`src/rtl/conv_ctrl_seq_if.sv`:
```
// Control bus between the conv layer top/datapath and the conv_ctrl_seq sequencer.
// The master modport is the sequencer side; the slave modport is the layer/datapath side.
interface conv_ctrl_seq_if #(
  parameter int unsigned KROWS = 3,
  parameter int unsigned NCH   = 1,
  parameter int unsigned OUT_W = 26,
  parameter int unsigned OUT_H = 26
);
  localparam int unsigned SELW = $clog2(KROWS + 1);
  localparam int unsigned RW   = (OUT_H > 1) ? $clog2(OUT_H) : 1;
  localparam int unsigned CW   = (OUT_W > 1) ? $clog2(OUT_W) : 1;
  localparam int unsigned NW   = (NCH > 1) ? $clog2(NCH) : 1;

  logic            start;
  logic            store_ready;
  logic            busy;
  logic            done;
  logic            addr;
  logic            load;
  logic [SELW-1:0] mux_sel;
  logic            flush_acc;
  logic            acc_enable;
  logic            store;
  logic            counter_enable;
  logic [RW-1:0]   out_row;
  logic [CW-1:0]   out_col;
  logic [NW-1:0]   ch_idx;

  modport master (
    input  start, store_ready,
    output busy, done, addr, load, mux_sel, flush_acc, acc_enable,
           store, counter_enable, out_row, out_col, ch_idx
  );

  modport slave (
    output start, store_ready,
    input  busy, done, addr, load, mux_sel, flush_acc, acc_enable,
           store, counter_enable, out_row, out_col, ch_idx
  );
endinterface

```
`src/rtl/conv_ctrl_seq.sv`:
```
// Conv layer control sequencer: walks every output pixel through address, load,
// KROWS MAC phases, sum and accumulate per input channel, then stores with backpressure.
module conv_ctrl_seq #(
  parameter int unsigned KROWS = 3,
  parameter int unsigned NCH   = 1,
  parameter int unsigned OUT_W = 26,
  parameter int unsigned OUT_H = 26
) (
  input  logic           clk,
  input  logic           rst,
  conv_ctrl_seq_if.master bus
);
  localparam int unsigned SELW = $clog2(KROWS + 1);
  localparam int unsigned KW   = (KROWS > 1) ? $clog2(KROWS) : 1;
  localparam int unsigned RW   = (OUT_H > 1) ? $clog2(OUT_H) : 1;
  localparam int unsigned CW   = (OUT_W > 1) ? $clog2(OUT_W) : 1;
  localparam int unsigned NW   = (NCH > 1) ? $clog2(NCH) : 1;

  typedef enum logic [3:0] {
    S_IDLE,
    S_ADDR,
    S_LOAD,
    S_MAC,
    S_SUM,
    S_ACC,
    S_STORE,
    S_UPDATE,
    S_CHECK,
    S_DONE
  } state_t;

  state_t          state;
  logic [KW-1:0]   k_q;
  logic            last_q;

  logic            busy_q;
  logic            done_q;
  logic            addr_q;
  logic            load_q;
  logic [SELW-1:0] mux_q;
  logic            flush_q;
  logic            acc_q;
  logic            store_q;
  logic            cen_q;
  logic [RW-1:0]   row_q;
  logic [CW-1:0]   col_q;
  logic [NW-1:0]   ch_q;

  // Outputs are registered alongside the state: each branch loads the strobes
  // that belong to the state being entered, so they line up with that state.
  always_ff @(posedge clk) begin
    if (rst) begin
      state   <= S_IDLE;
      k_q     <= '0;
      last_q  <= 1'b0;
      busy_q  <= 1'b0;
      done_q  <= 1'b0;
      addr_q  <= 1'b0;
      load_q  <= 1'b0;
      mux_q   <= '0;
      flush_q <= 1'b0;
      acc_q   <= 1'b0;
      store_q <= 1'b0;
      cen_q   <= 1'b0;
      row_q   <= '0;
      col_q   <= '0;
      ch_q    <= '0;
    end else begin
      done_q  <= 1'b0;
      addr_q  <= 1'b0;
      load_q  <= 1'b0;
      mux_q   <= '0;
      flush_q <= 1'b0;
      acc_q   <= 1'b0;
      store_q <= 1'b0;
      cen_q   <= 1'b0;

      case (state)
        S_IDLE: begin
          if (bus.start) begin
            state   <= S_ADDR;
            busy_q  <= 1'b1;
            addr_q  <= 1'b1;
            flush_q <= (ch_q == '0);
          end
        end

        S_ADDR: begin
          state  <= S_LOAD;
          load_q <= 1'b1;
        end

        S_LOAD: begin
          state <= S_MAC;
          k_q   <= '0;
          mux_q <= SELW'(1);
        end

        // One cycle per kernel row; mux_sel tracks the phase being entered.
        S_MAC: begin
          if (k_q != KW'(KROWS - 1)) begin
            k_q   <= k_q + KW'(1);
            mux_q <= SELW'(k_q) + SELW'(2);
          end else begin
            state <= S_SUM;
          end
        end

        S_SUM: begin
          state <= S_ACC;
          acc_q <= 1'b1;
        end

        // Later channels of the same pixel skip the accumulator flush.
        S_ACC: begin
          if (ch_q != NW'(NCH - 1)) begin
            ch_q   <= ch_q + NW'(1);
            state  <= S_ADDR;
            addr_q <= 1'b1;
          end else begin
            ch_q    <= '0;
            state   <= S_STORE;
            store_q <= 1'b1;
          end
        end

        S_STORE: begin
          if (bus.store_ready) begin
            state <= S_UPDATE;
            cen_q <= 1'b1;
          end else begin
            store_q <= 1'b1;
          end
        end

        S_UPDATE: begin
          state <= S_CHECK;
          if (col_q == CW'(OUT_W - 1)) begin
            col_q <= '0;
            if (row_q == RW'(OUT_H - 1)) begin
              row_q  <= '0;
              last_q <= 1'b1;
            end else begin
              row_q <= row_q + RW'(1);
            end
          end else begin
            col_q <= col_q + CW'(1);
          end
        end

        S_CHECK: begin
          if (last_q) begin
            state  <= S_DONE;
            done_q <= 1'b1;
          end else begin
            state   <= S_ADDR;
            addr_q  <= 1'b1;
            flush_q <= (ch_q == '0);
          end
        end

        S_DONE: begin
          state  <= S_IDLE;
          busy_q <= 1'b0;
          last_q <= 1'b0;
        end

        default: begin
          state  <= S_IDLE;
          busy_q <= 1'b0;
          last_q <= 1'b0;
        end
      endcase
    end
  end

  assign bus.busy           = busy_q;
  assign bus.done           = done_q;
  assign bus.addr           = addr_q;
  assign bus.load           = load_q;
  assign bus.mux_sel        = mux_q;
  assign bus.flush_acc      = flush_q;
  assign bus.acc_enable     = acc_q;
  assign bus.store          = store_q;
  assign bus.counter_enable = cen_q;
  assign bus.out_row        = row_q;
  assign bus.out_col        = col_q;
  assign bus.ch_idx         = ch_q;
endmodule

```
`src/flat_wrapper.sv`:
```
// flat-port wrapper written by rule: the top's interface ports become plain ports
module conv_ctrl_seq_flat 
#(
  parameter int unsigned KROWS = 3,
  parameter int unsigned NCH   = 1,
  parameter int unsigned OUT_W = 26,
  parameter int unsigned OUT_H = 26
)
  (clk, rst, bus_start, bus_store_ready, bus_busy, bus_done, bus_addr, bus_load, bus_mux_sel, bus_flush_acc, bus_acc_enable, bus_store, bus_counter_enable, bus_out_row, bus_out_col, bus_ch_idx);
  conv_ctrl_seq_if #(.KROWS(KROWS), .NCH(NCH), .OUT_W(OUT_W), .OUT_H(OUT_H)) bus_i ();
  input  logic clk;
  input  logic rst;
  input wire logic [$bits(bus_i.start)-1:0] bus_start;
  input wire logic [$bits(bus_i.store_ready)-1:0] bus_store_ready;
  output wire logic [$bits(bus_i.busy)-1:0] bus_busy;
  output wire logic [$bits(bus_i.done)-1:0] bus_done;
  output wire logic [$bits(bus_i.addr)-1:0] bus_addr;
  output wire logic [$bits(bus_i.load)-1:0] bus_load;
  output wire logic [$bits(bus_i.mux_sel)-1:0] bus_mux_sel;
  output wire logic [$bits(bus_i.flush_acc)-1:0] bus_flush_acc;
  output wire logic [$bits(bus_i.acc_enable)-1:0] bus_acc_enable;
  output wire logic [$bits(bus_i.store)-1:0] bus_store;
  output wire logic [$bits(bus_i.counter_enable)-1:0] bus_counter_enable;
  output wire logic [$bits(bus_i.out_row)-1:0] bus_out_row;
  output wire logic [$bits(bus_i.out_col)-1:0] bus_out_col;
  output wire logic [$bits(bus_i.ch_idx)-1:0] bus_ch_idx;
  assign bus_i.start = bus_start;
  assign bus_i.store_ready = bus_store_ready;
  assign bus_busy = bus_i.busy;
  assign bus_done = bus_i.done;
  assign bus_addr = bus_i.addr;
  assign bus_load = bus_i.load;
  assign bus_mux_sel = bus_i.mux_sel;
  assign bus_flush_acc = bus_i.flush_acc;
  assign bus_acc_enable = bus_i.acc_enable;
  assign bus_store = bus_i.store;
  assign bus_counter_enable = bus_i.counter_enable;
  assign bus_out_row = bus_i.out_row;
  assign bus_out_col = bus_i.out_col;
  assign bus_ch_idx = bus_i.ch_idx;
  conv_ctrl_seq #(.KROWS(KROWS), .NCH(NCH), .OUT_W(OUT_W), .OUT_H(OUT_H)) u_core (.clk(clk), .rst(rst), .bus(bus_i));
endmodule
```
`config.mk`:
```
export PLATFORM = sky130hd
export DESIGN_NAME = conv_ctrl_seq_flat
export DESIGN_NICKNAME = d
export VERILOG_FILES = /design/src/rtl/conv_ctrl_seq_if.sv /design/src/rtl/conv_ctrl_seq.sv /design/src/flat_wrapper.sv
export SDC_FILE = /design/constraint.sdc
export NUM_CORES = 1
export LEC_CHECK = 0
export ABC_AREA = 1
export CAP_MARGIN = 0
export CORE_MARGIN = 2
export CORE_UTILIZATION = 50
export DETAILED_ROUTE_END_ITERATION = 8
export DONT_BUFFER_PORTS = 1
export GPL_ROUTABILITY_DRIVEN = 0
export PLACE_DENSITY_LB_ADDON = 0.08
export SYNTH_ARGS = -nofsm -noshare
export SYNTH_HDL_FRONTEND = slang
export SYNTH_SLANG_ARGS = --single-unit
```
`constraint.sdc`:
```
create_clock -name clk -period 4 [get_ports clk]
set_clock_uncertainty 0.15 [all_clocks]
set_input_delay 0.8 -clock clk [delete_from_list [all_inputs] [get_ports clk]]
set_output_delay 0.8 -clock clk [all_outputs]
set_load 0.02 [all_outputs]
```
### Word-level counts from Yosys, hierarchy flattened

Cells that the tools add are included.

| storage, ports and cells | value |
|---|---|
| register bits after elaboration | 28 |
| input port bits | 4 |
| logic and storage cells | 85 |

| operators by class | value |
|---|---|
| add/sub/neg operators | 5 |
| equal/unequal tests | 17 |
| muxes and demuxes | 32 |
| bitwise operators | 5 |
| reduce and logical (&&, ||, !) cells | 11 |

Operators by type and width:

| cell | number |
|---|---|
| 4-bit case mux with 9 select lines | 1 |
| 4-bit by 3-bit equality test with 1-bit output, second input constant | 4 |
| 4-bit 2-to-1 mux | 4 |
| 8-bit OR reduction | 2 |
| 1-bit 2-to-1 mux | 15 |
| 5-bit by 1-bit adder with 5-bit output, second input constant | 2 |
| 5-bit equality test, second input constant | 2 |
| 5-bit 2-to-1 mux | 2 |
| 4-bit by 2-bit equality test with 1-bit output, second input constant | 2 |
| 2-bit inequality test, second input constant | 4 |
| 1-bit case mux with 2 select lines | 4 |
| 2-bit case mux with 2 select lines | 2 |
| 2-bit by 1-bit inequality test with 1-bit output, second input constant | 3 |
| 2-bit AND reduction | 3 |
| 3-bit AND reduction | 2 |
| 1-bit NOT | 5 |
| 4-bit by 1-bit equality test with 1-bit output, second input constant | 1 |
| 4-bit equality test, second input constant | 1 |
| 4-bit zero test | 1 |
| 2-bit 2-to-1 mux | 2 |
| 2-bit OR reduction | 2 |
| 3-bit 2-to-1 mux | 1 |
| 1-bit case mux with 3 select lines | 1 |
| 2-bit by 1-bit adder with 2-bit output, second input constant | 1 |
| other kinds (3) | 3 |

### Logic depth before layout (Yosys ltp)

Gate-level depths: netlist of the first run.

| depth | value |
|---|---|
| word-level depth | 4 |
| mapped depth | 9 |
| gate-level depth less buffers | 9 |

### Worst setup path before layout of the first run

OpenSTA, ideal clock, no wires.

| timing | value |
|---|---|
| path type | register to register |
| start point | register u_core.col_q[0] (netlist: u_core.bus.out_col[0]) |
| end point | register u_core.row_q[0] (netlist: u_core.bus.out_row[0]) |
| library setup time | 0.119 ns |
| arrival | 1.360 ns |
| data required time | 3.731 ns |
| setup slack | 2.370 ns |
| stages on the path, launching flop included | 7 |
| period minus slack after synthesis | 1.630 ns |
| cell sequence | dfxtp_1 ha_1 nand4_1 inv_1 nand2_4 o21ai_0 a21oi_1 |

| on the way | value |
|---|---|
| cells in the longest elaborated chain, start to end | 2 |

RTL lines:

| item | line | text |
|---|---|---|
| start, declared | conv_ctrl_seq.sv:46 | `logic [CW-1:0] col_q;` |
| start signal, assigned | conv_ctrl_seq.sv:147 | `col_q <= col_q + CW'(1);` |
| 5-bit equality test | conv_ctrl_seq.sv:138 | `if (col_q == CW'(OUT_W - 1)) begin` |
| 2-bit AND reduction (no source line) | - |  |
| end signal, assigned | conv_ctrl_seq.sv:144 | `row_q <= row_q + RW'(1);` |
| end, declared | conv_ctrl_seq.sv:45 | `logic [RW-1:0] row_q;` |

Every way passes these cells.
A chain may end at the register's enable or synchronous reset.

### Worst setup path after layout of the first run

| timing | value |
|---|---|
| start point | register u_core.row_q[3] (netlist: u_core.bus.out_row[3]) |
| end point | output bus_out_row[3] |

RTL lines:

| item | line | text |
|---|---|---|
| end, declared | flat_wrapper.sv:24 | `output wire logic [$bits(bus_i.out_row)-1:0] bus_out_row;` |

No word-level cell between the ends.

==> impl_metrics.toml, run 1 <==
[run_status]
status = "finished clean"

[yosys]
synth_top_cell_by_area = "dfxtp_1"
synth_nets = 183
synth-seq-cells = 27
synth_cell_types = 28
synthTopCellsByArea = "dfxtp_1, inv_1, nor2_1"
ys_warn_count = 0
netlist.area_leader.share_pct = 41.1
syn-instance-count = 174
postSynthAreaPerCell_um2 = 7.56
yosysSeqAreaShare_pct = 41.1
synth_area_um2 = 1320

[floorplanning]
die-area_um2 = 3060
start_util_pct = 53.1
placement_rows = 18
ios = 25
die_w_um = 55.3
die_y_um = 55.3
core_area_um2 = 2480

[setup_path]
worst_ep_arrival_time_ns = 0.88
worstSetupPathType = "flop to output port"
crit_fanout = 6
end_kind = "output port"
start_kind = "flop"
required_ns = 3.05

[cells_and_area]
fillers = 251
final_cell_mix = "dfxtp_1, inv_1, nor2_1, nand2_1, a21oi_1"
areaGrowthSynthToFinish_pct = 2.76
insertedDiodeCount = 0
regArea_um2 = 541
mostFrequentLayoutCell = "dfxtp_1"
drive_above_1_share_pct = 12.6
multi_input_area_um2 = 643
finalNonFillerCells = 204
nNetsFinal = 184

[global_routing]
globalRouteOverflowTotal = 0
grt_pass1_vias = 978
grt_pass1_wl_um = 4030
antenna_found_initial = 0
grt_use_total_pct = 16.1
grt_max_degree = 15

[sta]
fmax_mhz = 546
fin_setup_tns_ns = 0
setup_viol = 0
slew_violations = 0
min_period_over_period_pct = 45.8
rsz0062_at_grt = "false"
hold_viol = 0
finalCriticalPeriod_ns = 1.83

[clock_tree]
cts.path.max_buffers = 2
root_buffer = "clkbuf_4"
clk_pin_slew_ns = 0.14
ctsResizeCount = 0
clock_latency_ns = 0.32
cts_tree = "done"
hold_buffers = 0
postCtsSetupRepairBufs = 0
cts_inserted_buffers = 3
cts_max_level = 1
cts.sinks = 27

[route]
drtAntennaViolNets = 0
via_per_inst = 5.07
post_drt_wl_per_cell_um = 11.6
routed_wl_um = 2360
drt_drc_violations_left = 0
drtIter0Drc = 36
vias = 1035
first_pass_iters = 4

[place]
io_buffers = 0
placed_cells = 200
post-dp-hpwl_um = 1830

[power]
power_density_nw_per_um2 = 396
p_leak_nw = 0.541
vdd_drop_max_v = 0.000234

[job]
max-cap-violations = 0

[min_path]
hold_class = "flop to flop"
state kept, by name, indices dropped and copies added (netlist names):
| register | flops |
|---|---|
| u_core.bus.out_col | 5 |
| u_core.bus.out_row | 5 |
| u_core.state | 4 |
| u_core.bus.mux_sel | 2 |
| u_core.k_q | 2 |
| u_core.bus.acc_enable | 1 |
| u_core.bus.addr | 1 |
| u_core.bus.busy | 1 |
| u_core.bus.counter_enable | 1 |
| u_core.bus.done | 1 |
| u_core.bus.flush_acc | 1 |
| u_core.bus.load | 1 |
| u_core.bus.store | 1 |
| u_core.last_q | 1 |
path summary, 6_finish.rpt:
| path | start | end | slack (ns) | cells after the start |
|---|---|---|---|---|
| worst max-delay path | u_core.bus.out_row[3] | bus_out_row[3] | 2.17 | 0 |
| worst min register to register | u_core.k_q[1] | u_core.bus.mux_sel[1] | 0.32 | 1 |
| worst max register to register | u_core.bus.out_col[1] | u_core.bus.out_col[3] | 2.24 | 7 |
| worst min-delay path | u_core.k_q[1] | u_core.bus.mux_sel[1] | 0.32 | 1 |
cell usage after synthesis:
master and number:
conb_1 1, clkbuf_1 1, inv_1 25, nand3_2 2, nand2_1 23, buf_6 1, nand4_1 4, nand2_2 1
nor2_2 1, nor2_4 3, ha_1 5, o22ai_2 1, o21ai_2 2, nand3_1 12, dfxtp_1 27, o21ai_0 6
o211ai_1 1, nand3b_1 1, a21oi_2 1, and3_1 1, a21oi_1 13, nor3_1 7, buf_2 1, nor2_1 25
inv_2 3, buf_4 1, nand2_4 4, nor3_2 1
layout make-up:
| class | instances | share of cell area [%] |
|---|---|---|
| Multi-Input combinational cell | 115 | 47.5 |
| Sequential cell | 27 | 40.0 |
| Inverter | 28 | 7.77 |
| Tap cell | 30 | 2.78 |
| Clock buffer | 4 | 1.94 |
cell families after synthesis:
logic type / share of synthesized area, %
DFF: 41.1
and+or+nand+nor: 33.1
adders and majority gates: 4.75
AOI/OAI and AO/OA: 10.7
buffers and inverters: 10.1
other: 0.285
where the power goes:
group	leakage, nW	internal [mW]	total, mW	switching (mW)
Clock	0.0150	0.0390	0.115	0.0761
Sequential	0.219	0.290	0.320	0.0302
Combinational	0.307	0.0357	0.101	0.0648
Total	0.541	0.365	0.536	0.171
per-stage QoR:
step	instance area [um^2]	util (%)	setup slack, ns	hold slack (ns)	total power, mW
floorplan	1320	-	2.37	0.271	0.409
global placement	1330	53.5	2.29	0.299	0.425
detailed placement	1330	53.5	2.25	0.300	0.426
CTS	1350	54.6	2.16	0.324	0.542
global route	1350	54.6	2.12	0.354	0.570
finish	1350	54.6	2.17	0.324	0.536
metal layers:
metal	global-route usage (%)	up-vias	share of wire, %
met1	19.4	450	45
met5	0	-	0
met3	2.81	2	4.2
met4	6.27	0	0.64
li1	-	563	-
met2	28.1	20	50
Power figures use the tool's default switching activity.
==> run 2, diff against run 1 <==
==> constraint.sdc (replaced) <==
create_clock -name clk -period 1.65 [get_ports clk]
set_clock_uncertainty 0.15 [all_clocks]
set_input_delay 0.33 -clock clk [delete_from_list [all_inputs] [get_ports clk]]
set_output_delay 0.33 -clock clk [all_outputs]
set_load 0.02 [all_outputs]
==> impl_metrics.toml, run 2 (synthesis results as in run 1) <==
[floorplanning]
die_y_um = 55.3
core_area_um2 = 2480
ios = 25
die-area_um2 = 3060
start_util_pct = 53.1
placement_rows = 18
die_w_um = 55.3

[setup_path]
worstSetupPathType = "flop to flop"
start_kind = "flop"
rrSetupSlack_ns = 0.16
required_ns = 1.73
r2r-start = "u_core.bus.out_col[1]"
r2r-end = "u_core.bus.out_row[3]"
crit_fanout = 4
worst_ep_arrival_time_ns = 1.56
rr_worst_depth = 7
end_kind = "flop"

[cells_and_area]
nNetsFinal = 201
fin_util_pct = 60.1
insertedDiodeCount = 0
design_area_um2 = 1490
drive_above_1_share_pct = 20.4
fillers = 254
final_cell_mix = "inv_1, nor2_1, dfxtp_1, nand2_1, buf_4"
finalNonFillerCells = 221
areaGrowthSynthToFinish_pct = 13.0

[power]
total_power_mw = 1.31
p_int_mw = 0.891
power_density_nw_per_um2 = 881
p_leak_nw = 0.631
clock_power_share_pct = 21.4
p_seq_share_pct = 59.2
swShare_pct = 32.0
power_switching_mw = 0.419
vdd_drop_max_v = 0.000592
power_frac_comb_pct = 19.4

[sta]
finalCriticalPeriod_ns = 1.49
setup_slack_ns = 0.164
rsz0062_at_grt = "false"
setup_viol = 0
fmax_mhz = 673
fin_setup_tns_ns = 0
fin_hold_ws_ns = 0.0908
min_period_over_period_pct = 90.1
hold_viol = 0
slew_violations = 0

[run_status]
status = "finished clean"

[clock_tree]
cts_inserted_buffers = 3
clock_latency_ns = 0.32
cts_tree = "done"
cts.sinks = 27
root_buffer = "clkbuf_4"
clk_pin_slew_ns = 0.14
cts_max_level = 1
cts.path.max_buffers = 2

[global_routing]
antenna_found_initial = 0
globalRouteOverflowTotal = 0
grt_use_total_pct = 17.7
grt_pass1_vias = 1031
grt_max_degree = 15
grt_pass1_wl_um = 4430

[place]
post-dp-hpwl_um = 1930
placedInstanceArea_um2 = 1420
io_buffers = 0
pre_cts_ws_ns = 0.102
placed_cells = 213

[route]
post_drt_wl_per_cell_um = 11.4
drt_drc_violations_left = 0
drtIter0Drc = 26
vias = 1137
drtAntennaViolNets = 0
via_per_inst = 5.14
routed_wl_um = 2510
first_pass_iters = 4

[min_path]
min_to = "u_core.bus.flush_acc"
min_path_cells = 2
hold_class = "input pin to flop"
min_from = "bus_start"

[job]
max-cap-violations = 0
run 2: final cells by class:
cell class	instances	area, um^2	area share, %
Clock buffer	4	26.3	1.77
Inverter	28	105	7.06
Multi-Input combinational cell	115	643	43.2
Sequential cell	27	543	36.5
Tap cell	30	37.5	2.52
Timing Repair Buffer	17	133	8.92
run 2: routing by layer:
layer	track usage (%)	vias up	share of wire, %
met2	30.4	20	50
met4	6.62	0	1.3
met1	22.5	520	45
met5	0	-	0
met3	2.58	4	3.8
li1	-	593	-
run 2: power by group through the flow:
stage                     logic [mW]  clock network, mW  registers (mW)
after floorplan                0.212                  0           0.779
after global placement         0.238                  0           0.787
after detailed placement       0.244                  0           0.789
after CTS                      0.254              0.290           0.774
after global routing           0.296              0.326           0.782
final                          0.255              0.280           0.775
run 2: timing repair:
item                       in CTS  in global routing
setup buffers                   0                  2
hold endpoints to repair       13                  0
resized for setup               0                  2
hold buffers                    2                  0
setup endpoints to repair       0                  6
run 2: critical path, cell delays in order (launching register included):
cell and delay, ns:
dfxtp_1 0.34, inv_1 0.10, ha_1 0.15, nand4_1 0.19, inv_1 0.17, nand2_4 0.08, o21ai_2 0.14, nor2_1 0.06
run 2: how the worst max path moves through the flow:
stage | start | to | slack (ns)
6_report | u_core.bus.out_col[1] | u_core.bus.out_row[3] | 0.16
3_5_place_dp | u_core.state[0] | u_core.bus.out_row[3] | 0.10
5_1_grt | u_core.bus.out_col[1] | u_core.bus.out_row[3] | 0.02
2_1_floorplan | u_core.bus.out_col[0] | u_core.bus.out_row[0] | 0.02
4_1_cts | u_core.state[0] | u_core.bus.out_row[3] | 0.08
3_3_place_gp | u_core.state[0] | u_core.bus.out_row[2] | 0.11
==> run 3, diff against run 2 <==
==> constraint.sdc (replaced) <==
create_clock -name clk -period 1.6 [get_ports clk]
set_clock_uncertainty 0.15 [all_clocks]
set_input_delay 0.32 -clock clk [delete_from_list [all_inputs] [get_ports clk]]
set_output_delay 0.32 -clock clk [all_outputs]
set_load 0.02 [all_outputs]
==> impl_metrics.toml, run 3 (synthesis results as in run 1) <==
[run_status]
status = "finished clean"

[route]
post_drt_wl_per_cell_um = 11.9
drtAntennaViolNets = 0
vias = 1167
routed_wl_um = 2620
via_per_inst = 5.30
drtIter0Drc = 36
first_pass_iters = 4
drt_drc_violations_left = 0

[setup_path]
rr_worst_depth = 9
start_kind = "flop"
crit_fanout = 5
cpMostUsedCell = "nand2_1"
worstPathCellList = "inv_2, nand2_1, nor2_4, inv_2, nor2_4, nand2_1, nand2_1, nand2_1, nor2_1"
slowest_stage = "dfxtp_1"
crit_cells = 9
worst_ep_arrival_time_ns = 1.57
required_ns = 1.72
crit_start = "u_core.state[3]"
slowest_delay_ns = 0.39
end_kind = "flop"
worstSetupPathType = "flop to flop"
rrSetupSlack_ns = 0.14
path_delay_family = "simple AND/OR/NAND/NOR gates"
r2r-start = "u_core.state[3]"
path_buf_inv = 2

[cells_and_area]
areaGrowthSynthToFinish_pct = 13.7
fin_util_pct = 60.4
nNetsFinal = 200
drive_above_1_share_pct = 22.1
insertedDiodeCount = 0
final_cell_mix = "nor2_1, dfxtp_1, inv_1, nand2_1"

[global_routing]
grt_pass1_vias = 1093
globalRouteOverflowTotal = 0
antenna_found_initial = 0
grt_use_total_pct = 17.8
grt_pass1_wl_um = 4480
grt_max_degree = 15

[sta]
slew_violations = 0
finalCriticalPeriod_ns = 1.46
fmax_mhz = 687
rsz0062_at_grt = "false"
setup_viol = 0
fin_setup_tns_ns = 0
hold_viol = 0
min_period_over_period_pct = 91.0

[power]
p_int_mw = 0.927
p_leak_nw = 0.626
swShare_pct = 32.4
power_switching_mw = 0.445
vdd_drop_max_v = 0.000719
p_seq_share_pct = 58.8
power_density_nw_per_um2 = 917
power_frac_comb_pct = 19.9
clock_power_share_pct = 21.3

[place]
post-dp-hpwl_um = 2060
io_buffers = 0

[floorplanning]
start_util_pct = 53.1
die_y_um = 55.3
placement_rows = 18
core_area_um2 = 2480
ios = 25
die-area_um2 = 3060
die_w_um = 55.3

[clock_tree]
root_buffer = "clkbuf_4"
clk_pin_slew_ns = 0.13
cts.path.max_buffers = 2
cts_inserted_buffers = 3
cts_max_level = 1
cts_tree = "done"
cts.sinks = 27
clock_latency_ns = 0.33
postCtsSetupRepairBufs = 0

[min_path]
min_path_cells = 2
hold_class = "input pin to flop"
min_from = "bus_start"

[job]
max-cap-violations = 0
## run 3: area by class of cell
type	count	area, um^2
sequential	27	544
timing repair buffer	16	138
clock buffer	4	26.3
fill	259	981
multi-input combinational	115	646
tap	30	37.5
inverter	28	105
## run 3: path summary, 6_finish.rpt
path | endpoint
worst min register to register | u_core.bus.mux_sel[1]
worst max-delay path | u_core.bus.out_row[3]
worst min-delay path | u_core.bus.busy
worst max register to register | u_core.bus.out_row[3]
## run 3: metal layers
layer / share of wire (%) / global-route usage (%)
met1: 42 / 19.3
met5: 0 / 0
met4: 1.1 / 5.57
met3: 3.7 / 2.81
met2: 53 / 34.7
## run 3: per-stage QoR
step	power (mW)	hold slack (ns)	std cells	worst slack (ns)	instance area [um^2]
2_1_floorplan	1.02	0.239	174	0.0173	1320
3_3_place_gp	1.06	0.242	214	0.169	1440
3_5_place_dp	1.08	0.243	214	0.138	1440
4_1_cts	1.37	0.0769	220	0.101	1490
5_1_grt	1.45	0.0791	220	0.0267	1500
6_report	1.37	0.0855	220	0.144	1500
## run 3: worst register-to-register path, cell delays in order (launching register included)
cell     delay, ns
dfxtp_1       0.39
inv_2         0.10
nand2_1       0.10
nor2_4        0.14
inv_2         0.08
nor2_4        0.16
nand2_1       0.07
nand2_1       0.06
nand2_1       0.06
nor2_1        0.09
## run 3: power groups by stage
stage | combinational [mW] | clock [mW] | sequential [mW]
detailed placement | 0.263 | 0 | 0.814
finish | 0.273 | 0.293 | 0.806
floorplan | 0.219 | 0 | 0.804
global route | 0.315 | 0.323 | 0.812
CTS | 0.273 | 0.298 | 0.799
global placement | 0.252 | 0 | 0.812
## run 3: timing repair
item	in CTS	in global routing
setup endpoints to repair	0	7
gates resized for setup	0	5
hold endpoints to repair	13	0
hold buffers	2	0
==> RTL edit 1, RTL diff (settings of run 3) <==
`OUT_H` is set to 26 in 3 places; all go to 13.
--- a/src/rtl/conv_ctrl_seq_if.sv
+++ b/src/rtl/conv_ctrl_seq_if.sv
@@ -4,7 +4,7 @@
   parameter int unsigned KROWS = 3,
   parameter int unsigned NCH   = 1,
   parameter int unsigned OUT_W = 26,
-  parameter int unsigned OUT_H = 26
+  parameter int unsigned OUT_H = 13
 );
   localparam int unsigned SELW = $clog2(KROWS + 1);
   localparam int unsigned RW   = (OUT_H > 1) ? $clog2(OUT_H) : 1;
--- a/src/rtl/conv_ctrl_seq.sv
+++ b/src/rtl/conv_ctrl_seq.sv
@@ -4,7 +4,7 @@
   parameter int unsigned KROWS = 3,
   parameter int unsigned NCH   = 1,
   parameter int unsigned OUT_W = 26,
-  parameter int unsigned OUT_H = 26
+  parameter int unsigned OUT_H = 13
 ) (
   input  logic           clk,
   input  logic           rst,
--- a/src/flat_wrapper.sv
+++ b/src/flat_wrapper.sv
@@ -4,7 +4,7 @@
   parameter int unsigned KROWS = 3,
   parameter int unsigned NCH   = 1,
   parameter int unsigned OUT_W = 26,
-  parameter int unsigned OUT_H = 26
+  parameter int unsigned OUT_H = 13
 )
   (clk, rst, bus_start, bus_store_ready, bus_busy, bus_done, bus_addr, bus_load, bus_mux_sel, bus_flush_acc, bus_acc_enable, bus_store, bus_counter_enable, bus_out_row, bus_out_col, bus_ch_idx);
   conv_ctrl_seq_if #(.KROWS(KROWS), .NCH(NCH), .OUT_W(OUT_W), .OUT_H(OUT_H)) bus_i ();
Interface: changed (resized bus_out_row); port bits go from 25 to 24. The function was not compared with the original's and may differ.
==> RTL edit 1 against run 3 <==
  * Setup slack worse by 0.015 ns
  * Non-clock buffer count is 4 lower
  * Combinational power is 92% higher
  * Sequential cell count is 1 lower
  * Total power is 33% higher
  * Critical path depth is 1 higher
  * Count of clock-buffer cells in the layout is 1 lower
  * Design area is 7.1% lower
  * Wire length is 11% lower
  * Sequential power is 6.6% higher
  * Sequential share of layout area is 1.3 points higher
  * Synthesized area is 6.6% lower
==> RTL edit 1: results (changes against run 3) <==
Yosys
  – Per-instance average area after synthesis: 7.28 um^2 (was 7.56 um^2)
  – Portion of the post-synthesis area used by sequential elements: 42.3% (was 41.1%)
  – Top area cells in the synthesized netlist: sky130_fd_sc_hd__dfxtp_1 42%, sky130_fd_sc_hd__nand2_1 9.8%, sky130_fd_sc_hd__nor2_1 7.6%, sky130_fd_sc_hd__inv_1 6.7%, sky130_fd_sc_hd__nand3_1 5.7% (was sky130_fd_sc_hd__dfxtp_1 41%, sky130_fd_sc_hd__inv_1 7.1%, sky130_fd_sc_hd__nor2_1 7.1%, sky130_fd_sc_hd__nand2_1 6.6%, sky130_fd_sc_hd__a21oi_1 4.9%)
  – Synth Net Count: 178 (was 183)
  – Most common library cells after synthesis: 32 x sky130_fd_sc_hd__nand2_1, 26 x sky130_fd_sc_hd__dfxtp_1, 25 x sky130_fd_sc_hd__nor2_1 (was 27 x sky130_fd_sc_hd__dfxtp_1, 25 x sky130_fd_sc_hd__inv_1, 25 x sky130_fd_sc_hd__nor2_1)
  – Synthesis Warnings: 0 (unchanged)
  – Count of distinct cell types in the synthesized netlist: 27 (was 28)

STA
  – FMAX: 0.680 GHz (was 0.687 GHz)
  – Hold WS: 0.0493 ns (was 0.0855 ns)

Placement
  – Count of placed standard cells including taps: 203 (was 214)
  – Worst setup timing slack at the placement stage: 0.120 ns (was 0.138 ns)
  – Placed wire-length estimate: 1740 um (was 2060 um)
  – Standard cell area after detailed placement: 1310 um^2 (was 1440 um^2)

Setup path
  – Startpoint of the worst-slack reg-to-reg timing path: u_core.bus.out_col[1] (was u_core.state[3])
  – Highest net fanout along the worst path: 3 (was 5)
  – Delay of the slowest critical-path stage: 0.36 ns (was 0.39 ns)
  – R2R depth: 10 (was 9)
  – Reg-to-Reg End: u_core.last_q (was u_core.bus.out_row[3])
  – Critical-path top delay cell: sky130_fd_sc_hd__dfxtp_1 (unchanged)
  – Data arrival time of the critical path: 1.55 ns (was 1.57 ns)

Cells and area
  – # nets final: 191 (was 200)
  – Fraction of layout instances using a drive strength above 1: 14.4% (was 22.1%)
  – Area of all placed cells without fillers: 1390 um^2 (was 1500 um^2)
  – Layout Cells excl Fill: 209 (was 220)
  – Number of inserted filler cells in the final layout: 211 (was 259)

Global routing
  – GRT met2 Usage: 27.2% (was 34.7%)
  – Maximum number of pins on one net before global-route repair: 16 (was 15)
  – First-pass GRT wire length: 3840 um (was 4480 um)
  – Met1 Use GR: 24.4% (was 19.3%)
  – GR Util All Layers: 18.6% (was 17.8%)
  – Vias in the first global route: 921 (was 1,093)
  – Fraction of met3 tracks used by global routing: 4.72% (was 2.81%)

Detailed routing
  – Total number of vias: 1,053 (was 1,167)
  – Detailed Route Iter0 Violations: 28 (was 36)
  – WL/cell: 11.1 um (was 11.9 um)

Power
  – Maximum resistive drop on vdd: 0.000862 V (was 0.000719 V)
  – Static leakage: 0.607 nW (was 0.626 nW)

Clock tree
  – Count of H-tree levels built during CTS: 1 (unchanged)

Run status
  – Status: complete, no violations (unchanged)
-- RTL edit 1: cell types whose count changed after synthesis, moves of 3 or more --
| cell | change |
|---|---|
| sky130_fd_sc_hd__inv_1 | -3 |
| sky130_fd_sc_hd__nand2_1 | +9 |
| sky130_fd_sc_hd__nor3_1 | -3 |
| sky130_fd_sc_hd__nand2_4 | -3 |
| sky130_fd_sc_hd__nand4_1 | -3 |
-- RTL edit 1: timing repair --
item                       4_1_cts  5_1_grt
setup endpoints to repair        0        5
gates resized for setup          0        4
hold endpoints to repair        12        0
hold buffers                     2        0
buffers inserted                 0        0
-- RTL edit 1: metal layers --
metal  vias up  share of wire (%)
met5         -                  0
met4         0                2.3
met3         4                5.7
met2        23                 43
met1       465                 49
li1        561                  -
-- RTL edit 1: where the power goes --
part           internal, mW  switching, mW  leakage, nW
combinational         0.173          0.351        0.367
clock                 0.253          0.193       0.0279
sequential            0.741          0.118        0.212
total                  1.17          0.662        0.607
-- RTL edit 1: cells by family (layout without fill, tap and decap cells) --
group / Yosys count / in the layout / share of synthesized area (%)
xor+xnor: 1 / 1 / 0.712
other cells: 1 / 1 / 0.305
fa+ha+maj: 5 / 5 / 5.09
flops: 26 / 26 / 42.3
compound gates: 20 / 20 / 8.24
buf+inv: 27 / 39 / 9.16
simple gates: 89 / 89 / 34.2
-- RTL edit 1: layout make-up --
class                      instances  share of cell area [%]
inverter                          23                    6.21
sequential                        26                    37.7
clock inverter                     1                    2.16
multi-input combinational        116                    42.9
clock buffer                       3                    1.62
tap                               28                    2.52
timing repair buffer              12                    6.84
-- RTL edit 1: worst max-delay path, delay by kind of cell (launching register included) --
kind	cells	cell delay (ns)
buffers and inverters	2	0.10
and+or+nand+nor	7	0.62
adders and majority gates	1	0.18
DFF	1	0.36
==> RTL edit 2, RTL diff (config.mk and constraints of run 3) <==
Without the edit above. Re-encode `state_t` (10 states) as one-hot, 10 bits wide.
--- a/src/rtl/conv_ctrl_seq.sv
+++ b/src/rtl/conv_ctrl_seq.sv
@@ -16,17 +16,17 @@
   localparam int unsigned CW   = (OUT_W > 1) ? $clog2(OUT_W) : 1;
   localparam int unsigned NW   = (NCH > 1) ? $clog2(NCH) : 1;
 
-  typedef enum logic [3:0] {
-    S_IDLE,
-    S_ADDR,
-    S_LOAD,
-    S_MAC,
-    S_SUM,
-    S_ACC,
-    S_STORE,
-    S_UPDATE,
-    S_CHECK,
-    S_DONE
+  typedef enum logic [9:0] {
+    S_IDLE   = 10'b0000000001,
+    S_ADDR   = 10'b0000000010,
+    S_LOAD   = 10'b0000000100,
+    S_MAC    = 10'b0000001000,
+    S_SUM    = 10'b0000010000,
+    S_ACC    = 10'b0000100000,
+    S_STORE  = 10'b0001000000,
+    S_UPDATE = 10'b0010000000,
+    S_CHECK  = 10'b0100000000,
+    S_DONE   = 10'b1000000000
   } state_t;
 
   state_t          state;
Check against the original RTL: same outputs for any inputs over 10 cycles, from zero or initial values and one cycle with rst high; not proved beyond that.
==> RTL edit 2 against run 3 <==
  * The run now ends with negative hold slack left
  * Setup slack lost 0.068 ns
  * Synthesized area grew 26%
  * Total power increased by 24%
  * Final cell count increased by 30%
  * Wire length increased by 38%
  * Core utilization is 1.7 points higher
  * Design area rose by 29%
  * Sequential cell count increased by 6
  * Clock power rose by 80%
==> RTL edit 2: results (changes against run 3) <==
Detailed routing
  – Total number of vias: 1,448 (was 1,167)
  – Number of vias per cell after detailed routing: 5.06 (was 5.30)
  – Met3 WL: 198 um (was 97 um)
  – WL/cell: 12.6 um (was 11.9 um)
  – Detailed Route Iter0 Violations: 69 (was 36)
  – Met1 WL: 1590 um (was 1100 um)

Placement
  – Count of placed standard cells including taps: 276 (was 214)
  – Placed wire-length estimate: 2660 um (was 2060 um)
  – Standard cell area after detailed placement: 1790 um^2 (was 1440 um^2)

Global routing
  – Maximum number of pins on one net before global-route repair: 25 (was 15)
  – GR Util All Layers: 22.0% (was 17.8%)
  – First-pass GRT wire length: 6020 um (was 4480 um)

Clock tree
  – Clock-pin slew on the worst setup and hold paths: 0.10 ns (was 0.13 ns)
  – Count of H-tree levels built during CTS: 2 (was 1)

Run status
  – Status: complete, but fails checks (was complete, no violations)
  – Violated checks: negative hold slack

Yosys
  – Synth Net Count: 232 (was 183)
  – Most common library cells after synthesis: 39 x sky130_fd_sc_hd__nand2_1, 33 x sky130_fd_sc_hd__dfxtp_1, 29 x sky130_fd_sc_hd__inv_1, 29 x sky130_fd_sc_hd__nor2_1, 14 x sky130_fd_sc_hd__nor3_1 (was 27 x sky130_fd_sc_hd__dfxtp_1, 25 x sky130_fd_sc_hd__inv_1, 25 x sky130_fd_sc_hd__nor2_1)
  – Per-instance average area after synthesis: 7.45 um^2 (was 7.56 um^2)
  – Portion of the post-synthesis area used by sequential elements: 39.8% (was 41.1%)

Power
  – Maximum resistive drop on vdd: 0.000500 V (was 0.000719 V)
  – Internal power contribution: 1.21 mW (was 0.927 mW)

Setup path
  – R2R depth: 8 (was 9)
  – Data arrival time of the critical path: 1.59 ns (was 1.57 ns)
  – Flop2flop setup slack: 0.08 ns (was 0.14 ns)
  – Delay of the slowest critical-path stage: 0.35 ns (was 0.39 ns)
  – Worst setup path startpoint: u_core.state[8] (was u_core.state[3])
  – Critical-path top delay cell: sky130_fd_sc_hd__dfxtp_2 (was sky130_fd_sc_hd__dfxtp_1)
  – Reg-to-Reg End: u_core.state[0] (was u_core.bus.out_row[3])

STA
  – Hold WS: -0.101 ns (was 0.0855 ns)
  – Final hold viol count: 23 (was 0)

Cells and area
  – # nets final: 250 (was 200)

Worst hold path
  – Hold EP: u_core.bus.out_col[1] (was u_core.bus.busy)
-- RTL edit 2: logic make-up (layout without fill, tap and decap cells) --
| logic type | Yosys count | after routing | synth area share (%) |
|---|---|---|---|
| simple gates | 122 | 122 | 38.7 |
| buf+inv | 35 | 54 | 8.14 |
| flops | 33 | 33 | 39.8 |
| compound gates | 25 | 25 | 8.29 |
| fa+ha+maj | 5 | 5 | 3.77 |
| xor+xnor | 2 | 2 | 1.06 |
| other cells | 1 | 1 | 0.226 |
-- RTL edit 2: routing by layer --
metal  global-route usage [%]  vias up
li1                         -      750
met4                     13.4        0
met2                     34.1       36
met3                     7.98        8
met1                     25.9      654
met5                        0        -
-- RTL edit 2: repair_timing --
action,4_1_cts,5_1_grt
setup buffers,0,2
pin swaps,0,3
hold endpoints to repair,24,23
endpoints found under the setup margin,6,21
gates resized for setup,1,19
-- RTL edit 2: cell type report --
| type | instances | area share (%) |
|---|---|---|
| multi-input cells | 155 | 46.8 |
| flip-flops and latches | 33 | 34.8 |
| inverters | 32 | 6.37 |
| repair buffers | 14 | 5.46 |
| clock buffers | 7 | 3.38 |
| well taps | 44 | 2.86 |
| clock inverters | 1 | 0.260 |
-- RTL edit 2: through the flow --
| stage | worst slack (ns) | power [mW] |
|---|---|---|
| 3_5_place_dp | 0.0378 | 1.17 |
| 5_1_grt | -0.0116 | 1.79 |
| 2_1_floorplan | 0.0381 | 1.14 |
| 6_report | 0.0760 | 1.70 |
| 4_1_cts | 0.0344 | 1.71 |
| 3_3_place_gp | 0.0768 | 1.17 |
